===== config.mk =====
export PLATFORM = sky130hd
export DESIGN_NAME = dq_current_pi
export DESIGN_NICKNAME = d
export VERILOG_FILES = /design/src/rtl/motor_ctrl_pkg.sv /design/src/rtl/pi_mac_unit.sv /design/src/rtl/dq_current_pi.sv
export SDC_FILE = /design/constraint.sdc
export NUM_CORES = 1
export LEC_CHECK = 0
export BUFFER_PORTS_ARGS = -buffer_cell sky130_fd_sc_hd__buf_2
export CORE_MARGIN = 2
export CORE_UTILIZATION = 50
export DETAILED_ROUTE_END_ITERATION = 12
export PLACE_DENSITY = 0.76
export SYNTH_ARGS = -nofsm -noshare
export SYNTH_HDL_FRONTEND = slang
export SYNTH_SLANG_ARGS = --single-unit

===== constraint.sdc =====
create_clock -name clk -period 14.62 [get_ports clk]
set_input_delay 1.462 -clock clk [delete_from_list [all_inputs] [get_ports clk]]
set_output_delay 1.462 -clock clk [all_outputs]
set_load 0.05 [all_outputs]

===== src/rtl/motor_ctrl_pkg.sv =====
// Shared types and helpers for the motor-control datapath: PI sequencer states,
// default fixed-point constants and a symmetric saturating clamp.
package motor_ctrl_pkg;

    localparam int DEFAULT_GAIN_SHIFT = 12;
    localparam int DEFAULT_LIMIT      = 32767;
    localparam int THETA_WIDTH        = 9;

    typedef enum logic [2:0] {
        ST_IDLE,
        ST_MUL_PD,
        ST_MUL_ID,
        ST_MUL_PQ,
        ST_MUL_IQ,
        ST_SUM,
        ST_OUT
    } pi_state_t;

    // Wide enough for every intermediate in the datapath; callers truncate the result.
    function automatic logic signed [63:0] sat_signed(input logic signed [63:0] x,
                                                      input logic signed [63:0] lim);
        if (x > lim) begin
            return lim;
        end else if (x < -lim) begin
            return -lim;
        end
        return x;
    endfunction

endpackage


===== src/rtl/pi_mac_unit.sv =====
// Shared signed-by-unsigned multiplier with fixed-point arithmetic shift,
// one registered stage; the result follows its operands by one clock.
module pi_mac_unit #(
    parameter int A_WIDTH = 17,
    parameter int B_WIDTH = 16,
    parameter int SHIFT   = 12
) (
    input  logic                             clk,
    input  logic                             reset,
    input  logic signed [A_WIDTH-1:0]        a,
    input  logic        [B_WIDTH-1:0]        b,
    output logic signed [A_WIDTH+B_WIDTH:0]  result
);

    localparam int PW = A_WIDTH + B_WIDTH + 1;

    logic signed [B_WIDTH:0] b_ext;
    logic signed [PW-1:0]    prod;

    // Gain is unsigned: zero-extend so the signed multiply keeps it positive.
    assign b_ext = {1'b0, b};
    assign prod  = PW'(a) * PW'(b_ext);

    always_ff @(posedge clk or negedge reset) begin
        if (!reset) begin
            result <= '0;
        end else begin
            result <= prod >>> SHIFT;
        end
    end

endmodule


===== src/rtl/dq_current_pi.sv =====
// Per-channel dq current PI controller: error -> P and I terms through one shared
// multiplier, clamped integrators per channel, packed {1, theta, vd, vq} for inverse Park.
module dq_current_pi
    import motor_ctrl_pkg::*;
#(
    parameter int CHANNEL_WIDTH = 1,
    parameter int DATA_WIDTH    = 16,
    parameter int GAIN_WIDTH    = 16,
    parameter int GAIN_SHIFT    = DEFAULT_GAIN_SHIFT,
    parameter int LIMIT         = DEFAULT_LIMIT
) (
    input  logic                                  clk,
    input  logic                                  reset,
    input  logic [THETA_WIDTH+2*DATA_WIDTH-1:0]   in_data,
    input  logic [CHANNEL_WIDTH-1:0]              in_channel,
    input  logic                                  in_valid,
    output logic                                  in_ready,
    input  logic signed [DATA_WIDTH-1:0]          ref_d,
    input  logic signed [DATA_WIDTH-1:0]          ref_q,
    input  logic [GAIN_WIDTH-1:0]                 kp,
    input  logic [GAIN_WIDTH-1:0]                 ki,
    input  logic                                  clear,
    output logic [THETA_WIDTH+2*DATA_WIDTH:0]     out_data,
    output logic [CHANNEL_WIDTH-1:0]              out_channel,
    output logic                                  out_valid,
    input  logic                                  out_ready
);

    localparam int NCH = 2 ** CHANNEL_WIDTH;
    localparam int PW  = DATA_WIDTH + GAIN_WIDTH + 2;

    function automatic logic signed [DATA_WIDTH-1:0] clamp_dw(input logic signed [63:0] x);
        return DATA_WIDTH'(sat_signed(x, 64'(LIMIT)));
    endfunction

    pi_state_t                   state_reg;
    logic [THETA_WIDTH-1:0]      theta_reg;
    logic [CHANNEL_WIDTH-1:0]    ch_reg;
    logic [GAIN_WIDTH-1:0]       kp_reg;
    logic [GAIN_WIDTH-1:0]       ki_reg;
    logic signed [DATA_WIDTH-1:0] e_d_reg;
    logic signed [DATA_WIDTH-1:0] e_q_reg;
    logic signed [PW-1:0]        p_d_reg;
    logic signed [PW-1:0]        p_q_reg;

    logic signed [DATA_WIDTH-1:0] integ_d [NCH];
    logic signed [DATA_WIDTH-1:0] integ_q [NCH];

    logic [THETA_WIDTH-1:0]       in_theta;
    logic signed [DATA_WIDTH-1:0] in_id;
    logic signed [DATA_WIDTH-1:0] in_iq;
    logic signed [DATA_WIDTH:0]   diff_d;
    logic signed [DATA_WIDTH:0]   diff_q;

    logic signed [DATA_WIDTH-1:0] mac_a;
    logic [GAIN_WIDTH-1:0]        mac_b;
    logic signed [PW-1:0]         mac_result;

    logic signed [DATA_WIDTH-1:0] integ_d_new;
    logic signed [DATA_WIDTH-1:0] integ_q_new;
    logic signed [DATA_WIDTH-1:0] integ_d_use;
    logic signed [DATA_WIDTH-1:0] integ_q_use;
    logic signed [DATA_WIDTH-1:0] vd_new;
    logic signed [DATA_WIDTH-1:0] vq_new;

    assign in_theta = in_data[THETA_WIDTH+2*DATA_WIDTH-1 -: THETA_WIDTH];
    assign in_id    = in_data[2*DATA_WIDTH-1 -: DATA_WIDTH];
    assign in_iq    = in_data[DATA_WIDTH-1:0];
    assign diff_d   = (DATA_WIDTH+1)'(ref_d) - (DATA_WIDTH+1)'(in_id);
    assign diff_q   = (DATA_WIDTH+1)'(ref_q) - (DATA_WIDTH+1)'(in_iq);

    assign in_ready = reset && (state_reg == ST_IDLE);

    // Operand schedule: each product lands in mac_result one state after it is issued.
    always_comb begin
        mac_a = e_d_reg;
        mac_b = kp_reg;
        case (state_reg)
            ST_MUL_ID: mac_b = ki_reg;
            ST_MUL_PQ: mac_a = e_q_reg;
            ST_MUL_IQ: begin
                mac_a = e_q_reg;
                mac_b = ki_reg;
            end
            default: ;
        endcase
    end

    pi_mac_unit #(
        .A_WIDTH (DATA_WIDTH + 1),
        .B_WIDTH (GAIN_WIDTH),
        .SHIFT   (GAIN_SHIFT)
    ) u_mac (
        .clk    (clk),
        .reset  (reset),
        .a      ((DATA_WIDTH+1)'(mac_a)),
        .b      (mac_b),
        .result (mac_result)
    );

    assign integ_d_new = clamp_dw(64'(integ_d[ch_reg]) + 64'(mac_result));
    assign integ_q_new = clamp_dw(64'(integ_q[ch_reg]) + 64'(mac_result));

    // A clear landing on the SUM edge zeroes the integrators, so the output sees zero too.
    assign integ_d_use = clear ? '0 : integ_d[ch_reg];
    assign integ_q_use = clear ? '0 : integ_q_new;
    assign vd_new      = clamp_dw(64'(p_d_reg) + 64'(integ_d_use));
    assign vq_new      = clamp_dw(64'(p_q_reg) + 64'(integ_q_use));

    always_ff @(posedge clk or negedge reset) begin
        if (!reset) begin
            for (int i = 0; i < NCH; i++) begin
                integ_d[i] <= '0;
                integ_q[i] <= '0;
            end
        end else if (clear) begin
            for (int i = 0; i < NCH; i++) begin
                integ_d[i] <= '0;
                integ_q[i] <= '0;
            end
        end else begin
            if (state_reg == ST_MUL_PQ) begin
                integ_d[ch_reg] <= integ_d_new;
            end
            if (state_reg == ST_SUM) begin
                integ_q[ch_reg] <= integ_q_new;
            end
        end
    end

    always_ff @(posedge clk or negedge reset) begin
        if (!reset) begin
            state_reg   <= ST_IDLE;
            theta_reg   <= '0;
            ch_reg      <= '0;
            kp_reg      <= '0;
            ki_reg      <= '0;
            e_d_reg     <= '0;
            e_q_reg     <= '0;
            p_d_reg     <= '0;
            p_q_reg     <= '0;
            out_data    <= '0;
            out_channel <= '0;
            out_valid   <= 1'b0;
        end else begin
            case (state_reg)
                ST_IDLE: begin
                    if (in_valid) begin
                        theta_reg <= in_theta;
                        ch_reg    <= in_channel;
                        kp_reg    <= kp;
                        ki_reg    <= ki;
                        e_d_reg   <= clamp_dw(64'(diff_d));
                        e_q_reg   <= clamp_dw(64'(diff_q));
                        state_reg <= ST_MUL_PD;
                    end
                end
                ST_MUL_PD: state_reg <= ST_MUL_ID;
                ST_MUL_ID: begin
                    p_d_reg   <= mac_result;
                    state_reg <= ST_MUL_PQ;
                end
                ST_MUL_PQ: state_reg <= ST_MUL_IQ;
                ST_MUL_IQ: begin
                    p_q_reg   <= mac_result;
                    state_reg <= ST_SUM;
                end
                ST_SUM: begin
                    out_data    <= {1'b1, theta_reg, vd_new, vq_new};
                    out_channel <= ch_reg;
                    out_valid   <= 1'b1;
                    state_reg   <= ST_OUT;
                end
                ST_OUT: begin
                    if (out_ready) begin
                        out_valid <= 1'b0;
                        state_reg <= ST_IDLE;
                    end
                end
                default: state_reg <= ST_IDLE;
            endcase
        end
    end

endmodule

==> results of run 1 <==
[stage by stage]
stage / area [um^2] / hold slack [ns] / std cells / worst slack (ns) / utilization (%)
5_1_grt: 27700 / 0.484 / 3728 / 5.48 / 55.3
4_1_cts: 27700 / 0.459 / 3728 / 6.02 / 55.3
6_report: 27700 / 0.460 / 3728 / 6.00 / 55.3
3_3_place_gp: 26600 / 0.446 / 3674 / 6.20 / 53.2
2_1_floorplan: 25300 / 0.439 / 2937 / 6.72 / -
3_5_place_dp: 26600 / 0.449 / 3674 / 6.02 / 53.2
[final cells by class]
class / instances / area [um^2] / share of cell area, %
multi-input combinational: 2285 / 17600 / 63.4
sequential: 248 / 6210 / 22.4
inverter: 297 / 1110 / 4.02
timing repair buffer: 172 / 913 / 3.30
tap: 672 / 841 / 3.03
clock buffer: 37 / 827 / 2.99
clock inverter: 17 / 233 / 0.840
[how the worst max path moves through the flow]
stage | end | slack [ns] | depth (start not counted)
after floorplan | u_mac.result[10] | 6.72 | 29
after global placement | u_mac.result[20] | 6.20 | 25
after detailed placement | u_mac.result[20] | 6.02 | 25
after CTS | u_mac.result[20] | 6.02 | 23
after global routing | u_mac.result[20] | 5.48 | 25
final | u_mac.result[20] | 6.00 | 25
[worst reg2reg max path: stages (launching register included)]
cell,delay (ns)
dfrtp_1,0.53
or3b_2,0.79
nand2_1,0.78
mux2i_1,0.37
inv_1,0.48
nand2_1,0.16
fa_1,0.56
inv_1,0.06
fa_1,0.50
fa_1,0.54
inv_1,0.05
fa_1,0.51
fa_1,0.55
inv_1,0.06
fa_1,0.41
ha_1,0.35
a21o_1,0.20
a21o_1,0.18
a21o_1,0.20
a211oi_1,0.33
o211ai_1,0.21
nand3_1,0.11
nand4b_1,0.13
a21o_1,0.22
a21oi_1,0.17
xnor2_1,0.14
[cells in the mapped netlist (6+ instances only)]
cell type    n
a2111oi_0    7
a211o_1     10
a211oi_1    30
a21o_1      55
a21oi_1    139
a221o_1     13
a221oi_1     6
a22oi_1     12
a311oi_1     7
a31oi_1     18
and2_1      23
and3_1      24
buf_1        8
clkbuf_1    91
dfrtp_1    248
fa_1       199
ha_1       235
inv_1      297
maj3_1      17
mux2_2      81
mux2i_1     29
nand2_1    503
nand2b_1    27
nand3_1     33
nand4_1      7
nor2_1     294
nor2b_1     34
nor3_1      33
nor3b_1      8
o2111ai_1    6
o211ai_1    13
o21a_1      23
o21ai_0    134
o21ai_1      8
o21bai_1    16
o31a_1       7
o31ai_1     22
or2_2       13
or3_1       10
or4_1        7
xnor2_1     54
xor2_1      39
[routing by layer]
| metal | up-vias | global-route usage [%] |
|---|---|---|
| li1 | 10133 | - |
| met1 | 10249 | 34.0 |
| met2 | 665 | 42.9 |
| met3 | 135 | 3.75 |
| met4 | 0 | 7.93 |
| met5 | - | 0 |
[cell families after synthesis]
family          Yosys count  share of synthesized area [%]
compound gates          579                           15.2
xor+xnor                 93                           3.22
fa+ha+maj               451                           28.0
buf+inv                 404                           6.11
flops                   248                           24.5
mux                     110                           4.75
simple gates           1052                           18.2
[cells in the final DEF, fill, tap and decap left out, types with 34 or more instances in the layout]
master,n
mux2_2,81
nor2b_1,34
ha_1,235
o21ai_0,134
fa_1,199
xnor2_1,54
a21oi_1,139
nand2_1,502
nor2_1,292
inv_1,297
a21o_1,55
xor2_1,39
buf_2,154
dfrtp_1,248
==> impl_metrics.toml, run 1 <==
[outcome]
outcome = "completed"

[yosys]
yosys_most_used_dff = "dfrtp_1"
synth_area_um2 = 25300
synth.top_cell.area_share_pct = 24.5
synth_edf_count = 0
postSynthRegisterBits = 248
synth_nets = 3482
yosysTopAreaCell = "dfrtp_1"
ys_seq_area_share_pct = 24.5
avgSynthCellArea_um2 = 8.61
syn_inst = 2937
yosys_warnings = 0
synth_area_leaders = "dfrtp_1, fa_1, ha_1, nand2_1, inv_1"
synth_cell_types = 88
async_flop_share_pct = 100

[global_route]
grt_pass1_vias = 20934
grt_use_total_pct = 25.5
grt_pass1_wl_um = 109000
grt_max_degree = 94
antenna_found_initial = 0
grt_remaining_overflow = 0

[final_layout]
drive_gt1_share_pct = 11.4
regMostFlops = "out_data"
finalNetCount = 3579
top_regs = "out_data: 42 flops, integ_d: 32 flops, integ_q: 32 flops"
syn_to_final_growth_pct = 9.52
largest_reg_flops = 42
n_fill_cell = 4589
antenna_cells = 0

[clocking]
ctsResizeCount = 0
cts_tree = "done"
root_buffer = "clkbuf_16"
clock-sinks = 248
clk_path_buf_depth = 3
cts_setup_buffers = 0
clk_latency_ns = 0.61
htreeDepth = 1
clk_pin_slew_ns = 0.06
hold_buffers = 0
cts_made_buffers = 30

[setup_path]
crit_path_start = "state_reg[1]"
end_kind = "flip-flop"
slowest_stage = "or3b_2"
r2r_slack_ns = 6.00
start_kind = "flip-flop"
worstPathArrival_ns = 9.14
path_buf_inv = 4
required_ns = 15.15
path_common_cell = "fa_1"
path_class = "reg2reg"
reg2regPathDepth = 25
r2r-start = "state_reg[1]"
max_stage_delay_ns = 0.78
r2r-end = "u_mac.result[20]"
worstPathMaxFanout = 26
cp_top_family = "adder cells"

[drt]
via_count = 21182
viasPerCell = 5.68
wire_per_inst_um = 17.8
drt_iter0_markers = 1544
drt-pass1-iter-count = 6
drc = 0
postRouteAntennaNets = 0
top_layer_used = "met4"
routed_wl_um = 66500
met2_length_um = 31000
met1_length_um = 29000
wl_met3_um = 4250

[die]
core_area_um2 = 50100
dieArea_um2 = 52400
rows = 82
die_w_um = 229
start_util_pct = 50.5
dieHeight_um = 229
io_pins = 156

[placed_design]
port_buffers = 155
dp_hpwl_um = 51200
gp_congestion = 0.953

[timing]
rsz0062_at_grt = "false"
skew_ns = 0.0405
period_share_pct = 58.9
max_freq_mhz = 116
period_needed_ns = 8.62
hold_viol = 0
fin_setup_tns_ns = 0
slew_viol_final = 0
worst_slew_pin_slew_ns = 1.26
max-slew-margin-rel_pct = 13.3
setup_violations = 0

[flow_run]
maxCapViolCount = 0

[min_path]
hold_depth = 2
timing.hold.worst.class = "reg2reg"
min_to = "out_data[38]"
hold_start = "theta_reg[6]"
Power of run 1 is left out: the tool's default activity adds up to more than one toggle a clock period on the data nets, which glitch-free logic cannot reach.
==> run 2: changes to the inputs <==
--- a/config.mk
+++ b/config.mk
@@ -5,11 +5,12 @@
 export SDC_FILE = /design/constraint.sdc
 export NUM_CORES = 1
 export LEC_CHECK = 0
+export ABC_AREA = 1
 export BUFFER_PORTS_ARGS = -buffer_cell sky130_fd_sc_hd__buf_2
 export CORE_MARGIN = 2
 export CORE_UTILIZATION = 50
 export DETAILED_ROUTE_END_ITERATION = 12
-export PLACE_DENSITY = 0.76
+export PLACE_DENSITY = 0.78
 export SYNTH_ARGS = -nofsm -noshare
 export SYNTH_HDL_FRONTEND = slang
 export SYNTH_SLANG_ARGS = --single-unit
==> constraint.sdc (replaced) <==
create_clock -name clk -period 7.1 [get_ports clk]
set_input_delay 0.71 -clock clk [delete_from_list [all_inputs] [get_ports clk]]
set_output_delay 0.71 -clock clk [all_outputs]
set_load 0.05 [all_outputs]
==> impl_metrics.toml, run 2 <==
[outcome]
outcome = "completed"

[drt]
drc = 0
drt-pass1-iter-count = 8
routed_wl_um = 76900
via_count = 25693
drt_iter0_markers = 1725
wire_per_inst_um = 15.7
viasPerCell = 5.26
postRouteAntennaNets = 0

[global_route]
met3_usage_pct = 3.28
grt_use_met1_pct = 35.0
grt_pass1_wl_um = 126000
grt_max_degree = 85
grt_remaining_overflow = 0
grt_use_total_pct = 27.2
grt_pass1_vias = 25314
busiest_layer = "met2"
antenna_found_initial = 0
grtUsageMet2_pct = 46.2

[final_layout]
top_regs = "out_data: 42 flops, integ_d: 32 flops, integ_q: 32 flops"
largest_reg_flops = 42
drive_gt1_share_pct = 9.10
syn_to_final_growth_pct = 9.63
fin_util_pct = 55.1
antenna_cells = 0
mostFrequentLayoutCell = "nand2_1"
finalNetCount = 4701
most-common-layout-cells = "nand2_1, inv_1, nor2_1"
regMostFlops = "out_data"
multi_input_area_um2 = 18200
n_fill_cell = 5268
regArea_um2 = 6210

[clocking]
cts_made_buffers = 29
clk_pin_slew_ns = 0.06
hold_buffers = 0
clk_path_buf_depth = 3
root_buffer = "clkbuf_16"
htreeDepth = 1
clock-sinks = 248
cts_tree = "done"
clk_latency_ns = 0.61

[yosys]
synth.top_cell.area_share_pct = 22.5
synth_edf_count = 0
syn_inst = 4014
synth_cell_types = 52
yosysMostFrequentCell = "nand2_1"
yosysTopAreaCell = "dfrtp_1"
async_flop_share_pct = 100
ys_seq_area_share_pct = 22.5
synth_area_leaders = "dfrtp_1, nand2_1, fa_1, ha_1, inv_1"
yosys_warnings = 0
avgSynthCellArea_um2 = 6.87
synth_commonest_cells = "nand2_1, inv_1, nor2_1"
synth_area_um2 = 27600
yosys_most_used_dff = "dfrtp_1"
postSynthRegisterBits = 248
synth_nets = 4559

[setup_path]
worstPathArrival_ns = 7.25
slowest_stage = "fa_1"
end_kind = "flip-flop"
reg2regPathDepth = 26
max_stage_delay_ns = 0.56
worstPathMaxFanout = 19
start_kind = "flip-flop"
cp.depth = 26
r2r-start = "state_reg[2]"
r2r_slack_ns = 0.30
cp_top_family = "adder cells"
path_class = "reg2reg"
crit_path_start = "state_reg[2]"
required_ns = 7.55
r2r-end = "u_mac.result[19]"
path_buf_inv = 5

[die]
die_w_um = 239
start_util_pct = 50.3
core_area_um2 = 54900
io_pins = 156
dieHeight_um = 239
rows = 86
dieArea_um2 = 57100

[placed_design]
gp_congestion = 1.01
port_buffers = 155
dp_hpwl_um = 62300

[flow_run]
maxCapViolCount = 0

[timing]
rsz0062_at_grt = "false"
max_freq_mhz = 147
max-slew-margin-rel_pct = 26.3
skew_ns = 0.0509
worst_slew_pin_slew_ns = 1.10
period_needed_ns = 6.80
slew_viol_final = 0
period_share_pct = 95.8
fin_setup_tns_ns = 0
setup_violations = 0
hold_viol = 0

[min_path]
timing.hold.worst.class = "in2async"
-- run 2: changes by cell type in the layout (fill, tap and decap cells not counted), moves of 29 or more --
| cell | delta |
|---|---|
| nand2_1 | +785 |
| nand4_1 | +47 |
| mux2i_1 | -29 |
| nand3_1 | +154 |
| inv_1 | +428 |
| a211oi_1 | -30 |
| mux2_2 | -81 |
| nor2b_1 | -34 |
| a21oi_1 | +56 |
| or2_2 | +35 |
| xnor2_1 | -47 |
| a21o_1 | -46 |
-- run 2: worst max-delay path by stage --
| stage | endpoint | slack (ns) |
|---|---|---|
| 2_1_floorplan | u_mac.result[18] | 0.71 |
| 3_3_place_gp | u_mac.result[18] | 0.30 |
| 3_5_place_dp | u_mac.result[19] | 0.19 |
| 4_1_cts | u_mac.result[19] | 0.16 |
| 5_1_grt | u_mac.result[19] | 0.02 |
| 6_report | u_mac.result[19] | 0.30 |
-- run 2: logic make-up after synthesis --
| group | after synthesis | synth area share [%] |
|---|---|---|
| fa+ha+maj | 434 | 25.1 |
| compound gates | 465 | 9.53 |
| buf+inv | 843 | 11.7 |
| simple gates | 1978 | 29.6 |
| flops | 248 | 22.5 |
| xor+xnor | 46 | 1.51 |
-- run 2: area by class of cell --
class / instances / area share (%)
Clock buffer: 32 / 2.47
Inverter: 753 / 9.37
Multi-Input combinational cell: 2923 / 60.1
Tap cell: 704 / 2.91
Timing Repair Buffer: 201 / 3.79
Clock inverter: 21 / 0.819
Sequential cell: 248 / 20.5
-- run 2: timing repair --
item | CTS | global route
setup buffers | 0 | 5
setup endpoints to repair | 0 | 13
resized for setup | 0 | 20
-- run 2: worst reg2reg max path, delay by kind of cell, from the launching register on --
kind                       cells  cell delay [ns]
adders and majority gates      7             3.40
AOI/OAI and AO/OA              5             1.03
DFF                            1             0.42
and+or+nand+nor                9             1.15
buffers and inverters          5             0.70
-- run 2: through the flow --
stage | setup slack, ns | cells | hold WS, ns | instance area, um^2
after CTS | 0.161 | 4877 | 0.00999 | 30200
final | 0.300 | 4882 | 0.00197 | 30200
after global routing | 0.0164 | 4882 | 0.0336 | 30200
after detailed placement | 0.193 | 4824 | 0.454 | 29200
after global placement | 0.299 | 4824 | 0.451 | 29200
after floorplan | 0.709 | 4014 | 0.414 | 27600
-- run 2: layer usage --
layer  vias up  part of all wire (%)
met5         -                     0
met4         0                   5.0
met3       210                   6.0
met2       888                    46
met1     11875                    43
li1      12720                     -
Power of run 2 is left out for the same reason.
==> run 3: changes to the inputs <==
--- a/config.mk
+++ b/config.mk
@@ -6,11 +6,11 @@
 export NUM_CORES = 1
 export LEC_CHECK = 0
 export ABC_AREA = 1
-export BUFFER_PORTS_ARGS = -buffer_cell sky130_fd_sc_hd__buf_2
 export CORE_MARGIN = 2
 export CORE_UTILIZATION = 50
 export DETAILED_ROUTE_END_ITERATION = 12
-export PLACE_DENSITY = 0.78
+export DONT_BUFFER_PORTS = 1
+export PLACE_DENSITY = 0.76
 export SYNTH_ARGS = -nofsm -noshare
 export SYNTH_HDL_FRONTEND = slang
 export SYNTH_SLANG_ARGS = --single-unit
==> impl_metrics.toml, run 3 (synthesis results as in run 2) <==
[clocking]
htreeDepth = 1
cts_made_buffers = 30
clk_latency_ns = 0.60
clock-sinks = 248
cts_tree = "done"
root_buffer = "clkbuf_16"
clk_path_buf_depth = 3
clk_pin_slew_ns = 0.06

[setup_path]
cp_top_family = "adder cells"
path_class = "reg2reg"
end_kind = "flip-flop"
slowest_stage = "o21ai_1"
path_buf_inv = 6
max_stage_delay_ns = 0.76
worstPathMaxFanout = 22
worstPathArrival_ns = 7.26
start_kind = "flip-flop"
required_ns = 7.59

[drt]
routed_wl_um = 76800
viasPerCell = 5.32
wire_per_inst_um = 16.3
drt-pass1-iter-count = 5
via_count = 25128
postRouteAntennaNets = 0
drc = 0
drt_iter0_markers = 1982

[final_layout]
most-common-layout-cells = "nand2_1, inv_1, nor2_1"
regMostFlops = "out_data"
finalNetCount = 4540
syn_to_final_growth_pct = 6.78
mostFrequentLayoutCell = "nand2_1"
top_regs = "out_data: 42 flops, integ_d: 32 flops, integ_q: 32 flops"
fin_util_pct = 53.7
drive_gt1_share_pct = 5.40
antenna_cells = 0
largest_reg_flops = 42
design_area_um2 = 29500

[timing]
worst_slew_pin_slew_ns = 1.33
max_freq_mhz = 148
hold_viol = 0
skew_ns = 0.0322
period_share_pct = 95.4
max-slew-margin-rel_pct = 11.7
slew_viol_final = 0
period_needed_ns = 6.77
setup_violations = 0
rsz0062_at_grt = "true"

[die]
start_util_pct = 50.3
rows = 86
dieHeight_um = 239
die_w_um = 239
core_area_um2 = 54900
io_pins = 156
dieArea_um2 = 57100

[flow_run]
maxCapViolCount = 0

[global_route]
grt_use_total_pct = 27.3
grt_pass1_vias = 24680
grtUsageMet2_pct = 45.2
busiest_layer = "met2"
grt_max_degree = 249
met3_usage_pct = 4.48
grt_remaining_overflow = 0
grt_pass1_wl_um = 125000
grt_use_met1_pct = 35.1
antenna_found_initial = 1

[placed_design]
dp_hpwl_um = 62300
placed_area_um2 = 28400
port_buffers = 0
gp_congestion = 1.02

[outcome]
outcome = "completed"

[min_path]
timing.hold.worst.class = "in2async"
[run 3: cell types whose count changed in the layout (fill, tap and decap cells not counted), moves of 3 or more]
cell | before | now
buf_2 | 154 | 0
buf_4 | 44 | 37
clkinv_2 | 8 | 4
clkbuf_8 | 1 | 4
[run 3: final timing paths]
kind | end | startpoint | slack (ns) | cells after the start
worst max register to register | u_mac.result[18] | state_reg[2] | 0.33 | 26
max in group asynchronous | kp_reg[6] | reset | 5.85 | 1
min in group clk | ki_reg[5] | ki[5] | 0.25 | 2
worst max-delay path | u_mac.result[18] | state_reg[2] | 0.33 | 26
worst min register to register | theta_reg[7] | theta_reg[7] | 0.47 | 2
worst min-delay path | out_data[11] | reset | 0.16 | 1
[run 3: area by class of cell]
type | instances | area (um^2)
Clock buffer | 38 | 821
Clock inverter | 18 | 220
Multi-Input combinational cell | 2923 | 18200
Inverter | 753 | 2830
Sequential cell | 248 | 6210
Fill cell | 5409 | 25400
Timing Repair Buffer | 39 | 317
Tap cell | 704 | 881
[run 3: what timing repair did]
action | CTS | global route
hold buffers | 1 | 0
setup endpoints to repair | 0 | 16
endpoints found under the hold margin | 248 | 0
gates resized for setup | 0 | 17
buffers inserted | 0 | 0
[run 3: layer usage]
| layer | wire length, um | share of wire (%) | vias to the layer above |
|---|---|---|---|
| met2 | 34900 | 45 | 938 |
| met3 | 5530 | 7.2 | 207 |
| met5 | 17 | 0.022 | - |
| met4 | 4160 | 5.4 | 2 |
| met1 | 32200 | 42 | 11595 |
| li1 | - | - | 12386 |
[run 3: stage by stage]
stage	setup WS, ns	TNS (ns)	cells	hold WS [ns]
final	0.326	0	4723	0.162
after global routing	-0.0385	-0.0763	4723	0.252
after CTS	0.174	0	4723	0.233
after detailed placement	0.176	0	4666	0.422
after global placement	0.136	0	4666	0.424
after floorplan	0.709	0	4014	0.414
Power of run 3 is left out for the same reason.
